--- src/rtl/cache_pkg.sv ---
// Shared cache definitions: refill FSM state encoding, geometry helpers and
// {tag,index,offset} address slicing macros also used by the cache control FSM.
`ifndef CACHE_PKG_SV
`define CACHE_PKG_SV

`define CACHE_OFFSET(a, off_w)                 a[(off_w)-1:0]
`define CACHE_INDEX(a, off_w, index_w)         a[(off_w)+(index_w)-1:(off_w)]
`define CACHE_TAG(a, addr_w, off_w, index_w)   a[(addr_w)-1:(off_w)+(index_w)]

package cache_pkg;

  typedef enum logic [2:0] {
    ST_IDLE     = 3'd0,
    ST_WB_RD    = 3'd1,
    ST_WB_REQ   = 3'd2,
    ST_FILL_REQ = 3'd3,
    ST_FILL_WR  = 3'd4,
    ST_DONE     = 3'd5
  } state_t;

  function automatic int off_w_of(input int line_words);
    return $clog2(line_words);
  endfunction

  function automatic int tag_w_of(input int addr_w, input int index_w, input int line_words);
    return addr_w - index_w - $clog2(line_words);
  endfunction

endpackage

`endif

--- src/rtl/line_beat_ctr.sv ---
// Beat counter for line transfers: loadable start word, wrapping word index,
// and a separate beat count so "last" means the LINE_WORDS-th beat.
module line_beat_ctr #(
  parameter  int LINE_WORDS = 4,
  localparam int OFF_W      = $clog2(LINE_WORDS)
) (
  input  logic             clk,
  input  logic             rst,
  input  logic             load,
  input  logic [OFF_W-1:0] start,
  input  logic             inc,
  output logic [OFF_W-1:0] idx,
  output logic             last
);

  logic [OFF_W-1:0] beat_q;

  // LINE_WORDS is a power of two, so natural overflow is the modulo wrap
  always_ff @(posedge clk or posedge rst) begin
    if (rst) begin
      idx    <= '0;
      beat_q <= '0;
    end else if (load) begin
      idx    <= start;
      beat_q <= '0;
    end else if (inc) begin
      idx    <= idx + 1'b1;
      beat_q <= beat_q + 1'b1;
    end
  end

  assign last = (beat_q == OFF_W'(LINE_WORDS - 1));

endmodule

--- src/rtl/line_refill_ctrl.sv ---
// Miss sequencer: optional dirty-line writeback, then line refill into the data array.
// Build option CRITICAL_WORD_FIRST_EN: fill from the missing word's offset, add crit_valid/crit_data.
import cache_pkg::*;

module line_refill_ctrl #(
  parameter  int ADDR_W     = 32,
  parameter  int DATA_W     = 32,
  parameter  int LINE_WORDS = 4,
  parameter  int INDEX_W    = 6,
  localparam int OFF_W      = off_w_of(LINE_WORDS),
  localparam int TAG_W      = tag_w_of(ADDR_W, INDEX_W, LINE_WORDS)
) (
  input  logic              clk,
  input  logic              rst,
  input  logic              req_valid,
  output logic              req_ready,
  input  logic [ADDR_W-1:0] req_addr,
  input  logic              req_dirty,
  input  logic [TAG_W-1:0]  req_victim_tag,
  output logic              arr_rd_en,
  output logic              arr_wr_en,
  output logic [OFF_W-1:0]  arr_word_idx,
  output logic [DATA_W-1:0] arr_wdata,
  input  logic [DATA_W-1:0] arr_rdata,
  output logic              mem_req,
  output logic              mem_we,
  output logic [ADDR_W-1:0] mem_addr,
  output logic [DATA_W-1:0] mem_wdata,
  input  logic              mem_ack,
  input  logic [DATA_W-1:0] mem_rdata,
  output logic              busy,
  output logic              done,
  output state_t            dbg_state
`ifdef CRITICAL_WORD_FIRST_EN
  ,
  output logic              crit_valid,
  output logic [DATA_W-1:0] crit_data
`endif
);

  state_t             state_q, state_d;
  logic [TAG_W-1:0]   tag_q, vtag_q;
  logic [INDEX_W-1:0] index_q;
  logic               wb_first_q;
  logic [DATA_W-1:0]  wb_data_q, fill_data_q;
  logic               ctr_load, ctr_inc, ctr_last;
  logic [OFF_W-1:0]   ctr_start, cnt;
  logic [OFF_W-1:0]   fill_start_new, fill_start_lat;

`ifdef CRITICAL_WORD_FIRST_EN
  logic [OFF_W-1:0]   off_q;
  logic               crit_pend_q;
  assign fill_start_new = `CACHE_OFFSET(req_addr, OFF_W);
  assign fill_start_lat = off_q;
`else
  logic               unused_off;
  assign unused_off     = ^`CACHE_OFFSET(req_addr, OFF_W);
  assign fill_start_new = '0;
  assign fill_start_lat = '0;
`endif

  assign dbg_state = state_q;

  line_beat_ctr #(.LINE_WORDS(LINE_WORDS)) u_ctr (
    .clk   (clk),
    .rst   (rst),
    .load  (ctr_load),
    .start (ctr_start),
    .inc   (ctr_inc),
    .idx   (cnt),
    .last  (ctr_last)
  );

  always_ff @(posedge clk or posedge rst) begin
    if (rst) begin
      state_q     <= ST_IDLE;
      tag_q       <= '0;
      index_q     <= '0;
      vtag_q      <= '0;
      wb_first_q  <= 1'b0;
      wb_data_q   <= '0;
      fill_data_q <= '0;
    end else begin
      state_q <= state_d;
      if (state_q == ST_IDLE && req_valid) begin
        tag_q   <= `CACHE_TAG(req_addr, ADDR_W, OFF_W, INDEX_W);
        index_q <= `CACHE_INDEX(req_addr, OFF_W, INDEX_W);
        vtag_q  <= req_victim_tag;
      end
      // array read data arrives in the first WB_REQ cycle; hold it for stalled beats
      wb_first_q <= (state_q == ST_WB_RD);
      if (wb_first_q) wb_data_q <= arr_rdata;
      if (state_q == ST_FILL_REQ && mem_ack) fill_data_q <= mem_rdata;
    end
  end

`ifdef CRITICAL_WORD_FIRST_EN
  always_ff @(posedge clk or posedge rst) begin
    if (rst) begin
      off_q       <= '0;
      crit_pend_q <= 1'b0;
    end else begin
      if (state_q == ST_IDLE && req_valid) off_q <= `CACHE_OFFSET(req_addr, OFF_W);
      if (state_d == ST_FILL_REQ && (state_q == ST_IDLE || state_q == ST_WB_REQ))
        crit_pend_q <= 1'b1;
      else if (state_q == ST_FILL_WR)
        crit_pend_q <= 1'b0;
    end
  end

  assign crit_valid = (state_q == ST_FILL_WR) && crit_pend_q;
  assign crit_data  = crit_valid ? fill_data_q : '0;
`endif

  always_comb begin
    state_d      = state_q;
    ctr_load     = 1'b0;
    ctr_start    = '0;
    ctr_inc      = 1'b0;
    req_ready    = 1'b0;
    busy         = 1'b1;
    done         = 1'b0;
    arr_rd_en    = 1'b0;
    arr_wr_en    = 1'b0;
    arr_word_idx = '0;
    arr_wdata    = '0;
    mem_req      = 1'b0;
    mem_we       = 1'b0;
    mem_addr     = '0;
    mem_wdata    = '0;
    unique case (state_q)
      ST_IDLE: begin
        busy      = 1'b0;
        req_ready = 1'b1;
        if (req_valid) begin
          ctr_load  = 1'b1;
          ctr_start = req_dirty ? '0 : fill_start_new;
          state_d   = req_dirty ? ST_WB_RD : ST_FILL_REQ;
        end
      end
      ST_WB_RD: begin
        arr_rd_en    = 1'b1;
        arr_word_idx = cnt;
        state_d      = ST_WB_REQ;
      end
      ST_WB_REQ: begin
        mem_req   = 1'b1;
        mem_we    = 1'b1;
        mem_addr  = {vtag_q, index_q, cnt};
        mem_wdata = wb_first_q ? arr_rdata : wb_data_q;
        if (mem_ack) begin
          if (ctr_last) begin
            ctr_load  = 1'b1;
            ctr_start = fill_start_lat;
            state_d   = ST_FILL_REQ;
          end else begin
            ctr_inc = 1'b1;
            state_d = ST_WB_RD;
          end
        end
      end
      ST_FILL_REQ: begin
        mem_req  = 1'b1;
        mem_addr = {tag_q, index_q, cnt};
        if (mem_ack) state_d = ST_FILL_WR;
      end
      ST_FILL_WR: begin
        arr_wr_en    = 1'b1;
        arr_wdata    = fill_data_q;
        arr_word_idx = cnt;
        if (ctr_last) begin
          state_d = ST_DONE;
        end else begin
          ctr_inc = 1'b1;
          state_d = ST_FILL_REQ;
        end
      end
      ST_DONE: begin
        done    = 1'b1;
        state_d = ST_IDLE;
      end
      default: state_d = ST_IDLE;
    endcase
  end

endmodule

--- config.mk ---
export PLATFORM = sky130hd
export DESIGN_NAME = line_refill_ctrl
export DESIGN_NICKNAME = d
export VERILOG_FILES = /design/src/rtl/cache_pkg.sv /design/src/rtl/line_beat_ctr.sv /design/src/rtl/line_refill_ctrl.sv
export SDC_FILE = /design/constraint.sdc
export NUM_CORES = 1
export LEC_CHECK = 0
export BUFFER_PORTS_ARGS = -buffer_cell sky130_fd_sc_hd__buf_2
export CORE_MARGIN = 4
export CORE_UTILIZATION = 35
export CTS_CLUSTER_DIAMETER = 80
export DETAILED_ROUTE_END_ITERATION = 10
export GPL_ROUTABILITY_DRIVEN = 0
export SYNTH_ARGS = -nofsm -noshare
export SYNTH_HDL_FRONTEND = slang
export SYNTH_HIERARCHICAL = 1
export SYNTH_SLANG_ARGS = --single-unit
export TNS_END_PERCENT = 30
--- constraint.sdc ---
create_clock -name clk -period 4.75 [get_ports clk]
set_input_delay 1.425 -clock clk [delete_from_list [all_inputs] [get_ports clk]]
set_output_delay 1.425 -clock clk [all_outputs]
set_load 0.05 [all_outputs]
=== Yosys cells after proc, flatten, opt, wreduce, memory -nomap -nowiden ===
Cells that the tools add are included.

* Add/subtract/negate cells: 2
* Reduce and logical (&&, ||, !) cells: 7
* Muxes and demuxes: 30
* Equal/unequal tests: 9

{| class="wikitable"
|+ Operator list
! cell !! count
|-
| 32-bit two-way mux || 3
|-
| 32-bit case mux with 2 select lines || 1
|-
| 3-bit case mux with 5 select lines || 1
|-
| 2-bit two-way mux || 7
|-
| 1-bit two-way mux || 12
|-
| 3-bit two-way mux || 4
|-
| 3-bit by 2-bit == test with 1-bit output, second input constant || 2
|-
| 3-bit == test, second input constant || 2
|-
| 2-bit != test, second input constant || 3
|-
| 2-bit by 1-bit adder with 2-bit output, second input constant || 2
|-
| 1-bit case mux with 2 select lines || 2
|-
| 2-bit OR reduction || 2
|-
| 3-bit by 1-bit == test with 1-bit output, second input constant || 1
|-
| 3-bit zero test || 1
|-
| 3-bit AND reduction || 1
|-
| 2-bit == test, second input constant || 1
|-
| 1-bit logical AND || 2
|-
| 2-bit nonzero test || 1
|}

* Word-level logic and storage cells: 57
* Output and inout port bits: 108
* Bits in registers: 126
* Bits of input ports: 125

=== Logic depth before layout (Yosys ltp) ===
Gate-level depths: netlist (run 1).

* Depth in word-level cells: 6
* Depth in mapped cells: 7
* Mapped depth without buffers: 6

=== Cells and area by module ===
The synthesis (run 1) kept the hierarchy.

{| class="wikitable"
|+ By module, submodules not included
! module !! cells each !! sequential area each (um^2) !! instances !! area an instance (um^2)
|-
| line_refill_ctrl || 423 || 3052.9 || 1 || 5824.3
|-
| line_beat_ctr || 17 || 100.1 || 1 || 193.9
|}

=== Worst setup path after synthesis (run 1) ===
No wires, ideal clock.

* Path kind: reg2out
* Start point: register state_q[0] (netlist: dbg_state[0])
* End point: output port arr_word_idx[0]
* Slack: 0.237 ns
* Arrival time: 3.088 ns
* Cell stages (with the launch flop): 5
* Cell sequence: dfrtp_1 buf_4 nor3b_1 nor2_1 nor2b_1

* Longest elaborated chain between the ends: 3
* Elaborated cells on any way between the ends: 4
* Classes of those cells: eq/ne (2); mux (1); reduce/logical (1)

{| class="wikitable"
|+ RTL lines
! what !! RTL line !! source
|-
| start, declared || line_refill_ctrl.sv:41 || <nowiki>state_t state_q, state_d;</nowiki>
|-
| start signal, assigned || line_refill_ctrl.sv:84 || <nowiki>state_q <= state_d;</nowiki>
|-
| 3-bit by 1-bit == test with 1-bit output / 3-bit == test (equally long branches) || line_refill_ctrl.sv:131 || <nowiki>unique case (state_q)</nowiki>
|-
| 2-bit OR reduction (no source line) (*) || - ||
|-
| 2-bit two-way mux (*) || line_refill_ctrl.sv:131 ||
|-
| end, declared || line_refill_ctrl.sv:22 || <nowiki>output logic [OFF_W-1:0] arr_word_idx,</nowiki>
|}

Every way passes the cells marked *; elsewhere a longest branch is shown, timed or not.

=== Worst setup path in the final report (run 1) ===
* Start point: register wb_first_q
* End point: output port mem_wdata[3]

* Longest elaborated chain between the ends: 2

{| class="wikitable"
|+ RTL lines
! what !! RTL line !! source
|-
| start, declared || line_refill_ctrl.sv:44 || <nowiki>logic wb_first_q;</nowiki>
|-
| start signal, assigned || line_refill_ctrl.sv:91 || <nowiki>wb_first_q <= (state_q == ST_WB_RD);</nowiki>
|-
| 32-bit two-way mux || - ||
|-
| 32-bit two-way mux || line_refill_ctrl.sv:131 ||
|-
| end, declared || line_refill_ctrl.sv:28 || <nowiki>output logic [DATA_W-1:0] mem_wdata,</nowiki>
|}

Every way passes these cells.

==> flow_summary.json, run 1 <==
{
  "nets": 795,
  "port_buffers": 230,
  "wl_per_cell_um": 15.8,
  "tightest_slew_ps": 1100,
  "grt_max_degree": 89,
  "netlist_area_um2": 6020,
  "report.final.hold_viol_count": 0,
  "slew_viol_final": 0,
  "ant_nets": 0,
  "critPathKind": "flop to output pin",
  "path_clk_slew_ps": 50,
  "synth_top_area_cell": "dfrtp_1",
  "p_seq_share_pct": 30.5,
  "min_period_over_period_pct": 79.8,
  "grt_util_all_layers_pct": 14.7,
  "via_count": 4115,
  "sw_frac_of_total_pct": 42.0,
  "cp_max_fo": 20,
  "num_rows": 47,
  "drc": 0,
  "p_sw_w": 0.00264,
  "synthArstFlopShare_pct": 100,
  "post-cts-setup-buffer-count": 0,
  "ys_seq_area_share_pct": 52.4,
  "ys_seq_elements": 126,
  "antenna_cells": 0,
  "via_per_inst": 4.58,
  "ys_warn_count": 6,
  "period_needed_ps": 3790,
  "ys_types": 37,
  "fp.dieW_um": 139,
  "clock-root-buffer": "clkbuf_16",
  "final-instance-count-excl-fill": 899,
  "ys.flop_type": "dfrtp_1",
  "status": "finished, final reports clean",
  "first_pass_iters": 4,
  "wl_mm": 14.2,
  "hp-class": "flop to flop",
  "syn_inst": 440,
  "grt_antenna_before_repair": 1,
  "clkLatencyLatePin_ps": 410,
  "syn_area_per_cell_um2": 13.7,
  "slew_headroom_pct": 26.4,
  "die_area_um2": 19400,
  "dp.cells": 870,
  "cts_htree_levels": 4,
  "power.share.clock_pct": 20.7,
  "peakVddDrop_v": 0.000373,
  "final.setup.tns_ps": 0,
  "core_um2": 16700,
  "arrival_ps": 2360,
  "synth_area_leaders": "dfrtp_1, mux2_2, mux2_4",
  "hold_ws_ps": 481,
  "cp.required_ps": 3320,
  "cts_hold_buf": 0,
  "cts_made_buffers": 17,
  "start_kind": "flop",
  "cts_tree": "yes",
  "die_h_um": 139,
  "rsz0062_at_grt": "false",
  "fin_skew_ps": 7.11,
  "dpl.hpwl_mm": 10.2,
  "drive_above_1_share_pct": 57.1,
  "power_density_nw_per_um2": 801,
  "combPwrFrac_pct": 48.8,
  "max_freq_mhz": 264,
  "drtIter0Drc": 115,
  "synth_top_area_share_pct": 52.4,
  "power_w": 0.00628,
  "clock_path_buffers": 2,
  "finalSetupViolCount": 0,
  "grt_pass1_vias": 4564,
  "initial_core_util_pct": 36.0,
  "crit_path_end_kind": "output pin",
  "synth_edf_count": 0,
  "cts_resized": 0,
  "pin_count": 233,
  "p_leak_nw": 4.03,
  "power.internal_w": 0.00364,
  "grt_pass1_wl_mm": 23.1,
  "fin_util_pct": 47.0,
  "grt_overflow": 0,
  "syn_to_final_growth_pct": 30.3,
  "drv_cap": 0,
  "cts_sinks": 126
}
worst paths after layout:
| path | slack [ps] | end | cells after the start | from |
|---|---|---|---|---|
| min reg2reg | 480 | wb_data_q[16] | 1 | wb_data_q[16] |
| max reg2reg | 2400 | fill_data_q[29] | 5 | dbg_state[2] |
| max | 960 | mem_wdata[3] | 4 | wb_first_q |
| min in group asynchronous | 930 | u_ctr/idx[0] | 2 | rst |
| min | 480 | wb_data_q[16] | 1 | wb_data_q[16] |
| max in group asynchronous | 2520 | wb_data_q[18] | 3 | rst |
metal layers:
layer	global-route usage [%]	up-vias	wire, um
li1	-	1942	-
met1	17.1	2002	5870
met2	24.3	153	6860
met3	7.00	16	1240
met4	4.74	2	203
met5	0	-	20
Yosys cell counts, types with 2 or more instances:
cell type,n
dfrtp_1,126
and2_1,72
mux2_2,71
mux2_4,43
nor2_1,29
mux2i_1,25
clkbuf_1,8
buf_2,7
buf_12,6
buf_6,5
nand2_1,5
a21oi_1,4
inv_1,4
mux2_1,4
nor2b_1,4
xnor2_1,3
and3_1,2
buf_4,2
o21ai_0,2
cell families (layout without fill, tap and decap cells):
group | Yosys count | after routing | share of synthesized area [%]
DFF | 126 | 126 | 52.4
muxes | 143 | 143 | 28.9
and+or+nand+nor | 123 | 123 | 12.2
adders and majority gates | 1 | 1 | 0.208
xor gates and xnor gates | 3 | 3 | 0.437
buffers and inverters | 33 | 271 | 4.66
AOI/OAI and AO/OA | 10 | 10 | 1.08
other | 1 | 2 | 0.0623
cells in the final DEF (no fill, tap or decap), types with 3 or more instances in the layout:
cell / count
buf_2: 230
dfrtp_1: 125
and2_1: 72
mux2_2: 71
mux2_4: 43
nor2_1: 29
mux2i_1: 25
clkbuf_16: 17
buf_4: 7
nand2_1: 5
clkinv_4: 4
nor2b_1: 4
mux2_1: 4
a21oi_1: 4
inv_1: 3
xnor2_1: 3
bufinv_16: 3
power by group through the flow:
stage | clock, W | combinational (W) | sequential [W]
floorplan | 0 | 0.00263 | 0.00183
global placement | 0 | 0.00305 | 0.00190
detailed placement | 0 | 0.00311 | 0.00194
CTS | 0.00134 | 0.00312 | 0.00193
global route | 0.00139 | 0.00327 | 0.00199
finish | 0.00130 | 0.00307 | 0.00192
state kept, by name, summed over array words and instances, names as in the netlist:
| signal | cells |
|---|---|
| dbg_state | 3 |
| fill_data_q | 32 |
| index_q | 6 |
| tag_q | 24 |
| u_ctr/beat_q | 2 |
| u_ctr/idx | 2 |
| vtag_q | 24 |
| wb_data_q | 32 |
| wb_first_q | 1 |
worst max-delay path, stage by stage (launching register included):
cell     delay (ps)
dfrtp_1         880
buf_4           350
mux2_2          360
and2_1          160
buf_2           210
through the flow:
stage,cell area (um2),worst slack [ps]
after floorplan,6020,82.5
after global placement,7250,1150
after detailed placement,7250,1140
after CTS,7840,912
after global routing,7840,800
final,7840,960
layout make-up:
class / count / area (um2)
Inverter: 5 / 26.3
Timing Repair Buffer: 237 / 1200
Fill cell: 1567 / 8860
Clock inverter: 10 / 141
Sequential cell: 126 / 3150
Clock buffer: 19 / 453
Multi-Input combinational cell: 282 / 2590
Tap cell: 220 / 275
No activity file was read; power rests on OpenSTA's default activity.
==> run 2, diff against run 1 <==
==> constraint.sdc (replaced) <==
create_clock -name clk -period 3.3 [get_ports clk]
set_input_delay 0.99 -clock clk [delete_from_list [all_inputs] [get_ports clk]]
set_output_delay 0.99 -clock clk [all_outputs]
set_load 0.05 [all_outputs]
==> flow_summary.json, run 2 (synthesized netlist as in run 1, its figures left out) <==
{
  "min_period_over_period_pct": 92.9,
  "fill_cells": 1543,
  "tightest_slew_ps": 885,
  "dpl_cell_area_um2": 7280,
  "core_um2": 16700,
  "crit_path_end_kind": "output pin",
  "final.setup.tns_ps": 0,
  "status": "finished, final reports clean",
  "max_freq_mhz": 326,
  "cp_max_fo": 35,
  "grt_antenna_before_repair": 1,
  "pin_count": 233,
  "mostFrequentLayoutCells": "buf_2, dfrtp_1, and2_1",
  "p_leak_nw": 4.05,
  "antenna_cells": 0,
  "largestRegisters": "fill_data_q: 32 flops, wb_data_q: 32 flops",
  "ant_nets": 0,
  "grt_max_degree": 55,
  "grt_pass1_vias": 4458,
  "slew_viol_final": 0,
  "hp-class": "flop to flop",
  "clock_path_buffers": 2,
  "drive_above_1_share_pct": 57.1,
  "cts_hold_buf": 0,
  "grt_pass1_wl_mm": 22.5,
  "fin_skew_ps": 6.63,
  "slew_headroom_pct": 40.9,
  "final_area_um2": 7900,
  "start_kind": "flop",
  "drc": 0,
  "cts_sinks": 126,
  "wl_mm": 14.1,
  "cts_tree": "yes",
  "layout_commonest_cell": "buf_2",
  "grt_util_all_layers_pct": 14.4,
  "syn_to_final_growth_pct": 31.3,
  "clkLatencyLatePin_ps": 400,
  "nets": 796,
  "critPathKind": "flop to output pin",
  "path_clk_slew_ps": 50,
  "initial_core_util_pct": 36.0,
  "drv_cap": 0,
  "hold_depth": 1,
  "cts_resized": 0,
  "rsz0062_at_grt": "false",
  "port_buffers": 230,
  "die_area_um2": 19400,
  "die_h_um": 139,
  "post-cts-setup-buffer-count": 0,
  "first_pass_iters": 6,
  "clock-root-buffer": "clkbuf_16",
  "cts_made_buffers": 17,
  "grt_overflow": 0,
  "power_density_nw_per_um2": 1160,
  "fp.dieW_um": 139,
  "finalSetupViolCount": 0,
  "peakVddDrop_v": 0.000701,
  "drtIter0Drc": 99,
  "dpl.hpwl_mm": 9.96,
  "period_needed_ps": 3070,
  "num_rows": 47,
  "reg2reg_depth": 4,
  "cts_htree_levels": 4,
  "via_count": 4084,
  "via_per_inst": 4.53,
  "arrival_ps": 2080,
  "report.final.hold_viol_count": 0,
  "wl_per_cell_um": 15.6,
  "cp.required_ps": 2310
}
==> run 2: cell types whose count changed in the layout (fill, tap and decap cells not counted), sizes merged <==
| cell | change |
|---|---|
| clkinv | -2 |
| buf | +1 |
| bufinv | +1 |
| clkbuf | +1 |
| clkinvlp | +1 |
==> run 2: path summary, 6_finish.rpt <==
kind                                     from              end  slack (ps)
worst max-delay path             dbg_state[2]    arr_wdata[28]         230
worst min-delay path            wb_data_q[13]    wb_data_q[13]         480
worst max register to register   dbg_state[0]        tag_q[20]        1070
worst min register to register  wb_data_q[13]    wb_data_q[13]         480
max in group asynchronous                 rst     dbg_state[0]        1780
min in group asynchronous                 rst  u_ctr/beat_q[1]         490
==> run 2: power by group <==
group	switching [W]	total, W	internal, W
clock	0.000670	0.00197	0.00130
combinational	0.00277	0.00447	0.00170
sequential	0.000377	0.00271	0.00234
total	0.00381	0.00915	0.00533
==> run 2: metrics by stage <==
| stage | hold WS, ps | setup WS [ps] | power, W | std cells | util [%] |
|---|---|---|---|---|---|
| after floorplan | 448 | -778 | 0.00642 | 441 | - |
| after global placement | 458 | 568 | 0.00714 | 871 | 43.6 |
| after detailed placement | 472 | 552 | 0.00726 | 871 | 43.6 |
| after CTS | 471 | 225 | 0.00928 | 901 | 47.3 |
| after global routing | 480 | 70.6 | 0.00966 | 901 | 47.3 |
| final | 477 | 234 | 0.00915 | 901 | 47.3 |
==> run 2: final cells by class <==
cell class	count	area [um2]	share of cell area [%]
inverters	5	27.5	0.348
clock inverters	10	163	2.06
well taps	220	275	3.48
multi-input cells	282	2590	32.8
clock buffers	20	457	5.78
repair buffers	238	1240	15.6
flip-flops and latches	126	3150	39.9
==> run 2: metal layers <==
metal	track usage, %	up-vias	routed length, um
li1	-	1945	-
met1	16.7	1970	5880
met2	23.6	152	6730
met3	7.28	15	1270
met4	3.91	2	177
met5	0	-	7
==> run 2: critical path, cell delays in order (launching register included) <==
cell	delay, ps
dfrtp_1	620
nor3b_4	270
buf_4	310
and2_1	200
buf_2	270
==> run 3, diff against run 2 <==
--- a/config.mk
+++ b/config.mk
@@ -11,6 +11,7 @@
 export CTS_CLUSTER_DIAMETER = 80
 export DETAILED_ROUTE_END_ITERATION = 10
 export GPL_ROUTABILITY_DRIVEN = 0
+export RECOVER_POWER = 100
 export SYNTH_ARGS = -nofsm -noshare
 export SYNTH_HDL_FRONTEND = slang
 export SYNTH_HIERARCHICAL = 1
==> flow_summary.json, run 3 (synthesized netlist as in run 1, its figures left out) <==
{
  "power_w": 0.00880,
  "fp.dieW_um": 139,
  "wl_per_cell_um": 15.5,
  "start_kind": "flop",
  "reg2reg_depth": 4,
  "sw_frac_of_total_pct": 42.9,
  "crit_path_end_kind": "output pin",
  "cp_max_fo": 25,
  "wl_met3_mm": 1.28,
  "reg2reg_to": "tag_q[20]",
  "grt_antenna_before_repair": 1,
  "grt_max_degree": 55,
  "power_density_nw_per_um2": 1150,
  "critical_path.slowest_cell": "dfrtp_1",
  "path_cells": "nand2b_1, buf_4, nor2_1, clkbuf_1",
  "final_area_um2": 7680,
  "arrival_ps": 2060,
  "antenna_cells": 0,
  "p_leak_nw": 3.73,
  "power.internal_w": 0.00502,
  "max_freq_mhz": 328,
  "peakVddDrop_v": 0.000696,
  "cts_tree": "yes",
  "fin_skew_ps": 7.88,
  "port_buffers": 230,
  "core_um2": 16700,
  "syn_to_final_growth_pct": 27.6,
  "worst_slack_ps": 249,
  "p_sw_w": 0.00378,
  "report.final.hold_viol_count": 0,
  "final.setup.tns_ps": 0,
  "cts_htree_levels": 4,
  "r2r_start": "dbg_state[0]",
  "rsz0062_at_grt": "false",
  "route.met2.wl_mm": 6.68,
  "cts_hold_buf": 0,
  "mostFrequentLayoutCells": "dfrtp_1, buf_2, clkbuf_2",
  "grt_pass1_vias": 4458,
  "path_clk_slew_ps": 50,
  "critical-path-max-stage-delay_ps": 510,
  "power.share.clock_pct": 22.3,
  "via_per_inst": 4.54,
  "num_rows": 47,
  "clock_path_buffers": 2,
  "critPathKind": "flop to output pin",
  "combPwrFrac_pct": 47.1,
  "min_period_over_period_pct": 92.4,
  "cts_resized": 0,
  "slew_viol_final": 38,
  "clkLatencyLatePin_ps": 410,
  "cts_made_buffers": 17,
  "place_ws_ps": 552,
  "clock-root-buffer": "clkbuf_16",
  "via_count": 4087,
  "status": "finished, violations left",
  "layout_commonest_cell": "dfrtp_1",
  "cp.required_ps": 2310,
  "drv_cap": 1,
  "grt_util_all_layers_pct": 14.4,
  "dpl_cell_area_um2": 7280,
  "cts_sinks": 126,
  "period_needed_ps": 3050,
  "die_h_um": 139,
  "first_pass_iters": 4,
  "rrSetupSlack_ps": 600,
  "drive_above_1_share_pct": 46.5,
  "violations": "capacitance limit, slew limit",
  "grt_overflow": 0,
  "dpl.hpwl_mm": 9.96,
  "drc": 0,
  "slew_headroom_pct": -17.8,
  "finalSetupViolCount": 0,
  "p_seq_share_pct": 30.5,
  "pin_count": 233,
  "initial_core_util_pct": 36.0,
  "grt_pass1_wl_mm": 22.5,
  "drt-met1-wl_mm": 5.81,
  "die_area_um2": 19400,
  "nets": 796,
  "drtIter0Drc": 81,
  "post-cts-setup-buffer-count": 0,
  "wl_mm": 14.0,
  "hp-class": "primary input to async pin",
  "largestRegisters": "fill_data_q: 32 flops, wb_data_q: 32 flops",
  "highest_layer": "met5",
  "ant_nets": 0,
  "tightest_slew_ps": 1760
}
-- run 3: cell types whose count changed in the layout (fill, tap and decap cells not counted), sizes merged --
| cell | change |
|---|---|
| buf | -109 |
| clkbuf | +109 |
-- run 3: per-stage QoR --
step,hold slack (ps),std cells,util (%)
after floorplan,448,441,-
after global placement,458,871,43.6
after detailed placement,472,871,43.6
after CTS,471,901,47.3
after global routing,467,901,46.0
final,471,901,46.0
-- run 3: routing by layer --
metal | vias to the layer above | global-route usage [%]
met5 | - | 0
li1 | 1950 | -
met1 | 1969 | 16.7
met3 | 15 | 7.28
met4 | 2 | 3.91
met2 | 151 | 23.6
-- run 3: worst max path at each step --
stage,slack (ps),from,cells past startpoint,end
final,250,dbg_state[2],4,mem_addr[26]
after global routing,60,dbg_state[1],4,mem_wdata[30]
after CTS,220,dbg_state[2],4,arr_wdata[7]
after detailed placement,550,arr_rdata[16],4,mem_wdata[16]
after global placement,570,arr_rdata[15],4,mem_wdata[15]
after floorplan,-780,dbg_state[0],4,arr_word_idx[0]
-- run 3: final cells by class --
class                           count  area [um2]
Inverter                            5        25.0
Clock buffer                       20         457
Multi-Input combinational cell    282        2410
Tap cell                          220         275
Fill cell                        1611        9020
Sequential cell                   126        3150
Clock inverter                     10         163
Timing Repair Buffer              238        1200
-- run 3: critical path: cells and delay by family (launching register included) --
kind / cells / cell delay, ps
buffers and inverters: 2 / 740
flip-flops: 1 / 510
AND/OR/NAND/NOR: 2 / 400
-- run 3: power groups by stage --
stage	Clock (W)	Combinational (W)	Sequential [W]
finish	0.00197	0.00415	0.00269
detailed placement	0	0.00453	0.00273
global route	0.00209	0.00446	0.00279
floorplan	0	0.00378	0.00264
global placement	0	0.00445	0.00269
CTS	0.00203	0.00454	0.00272
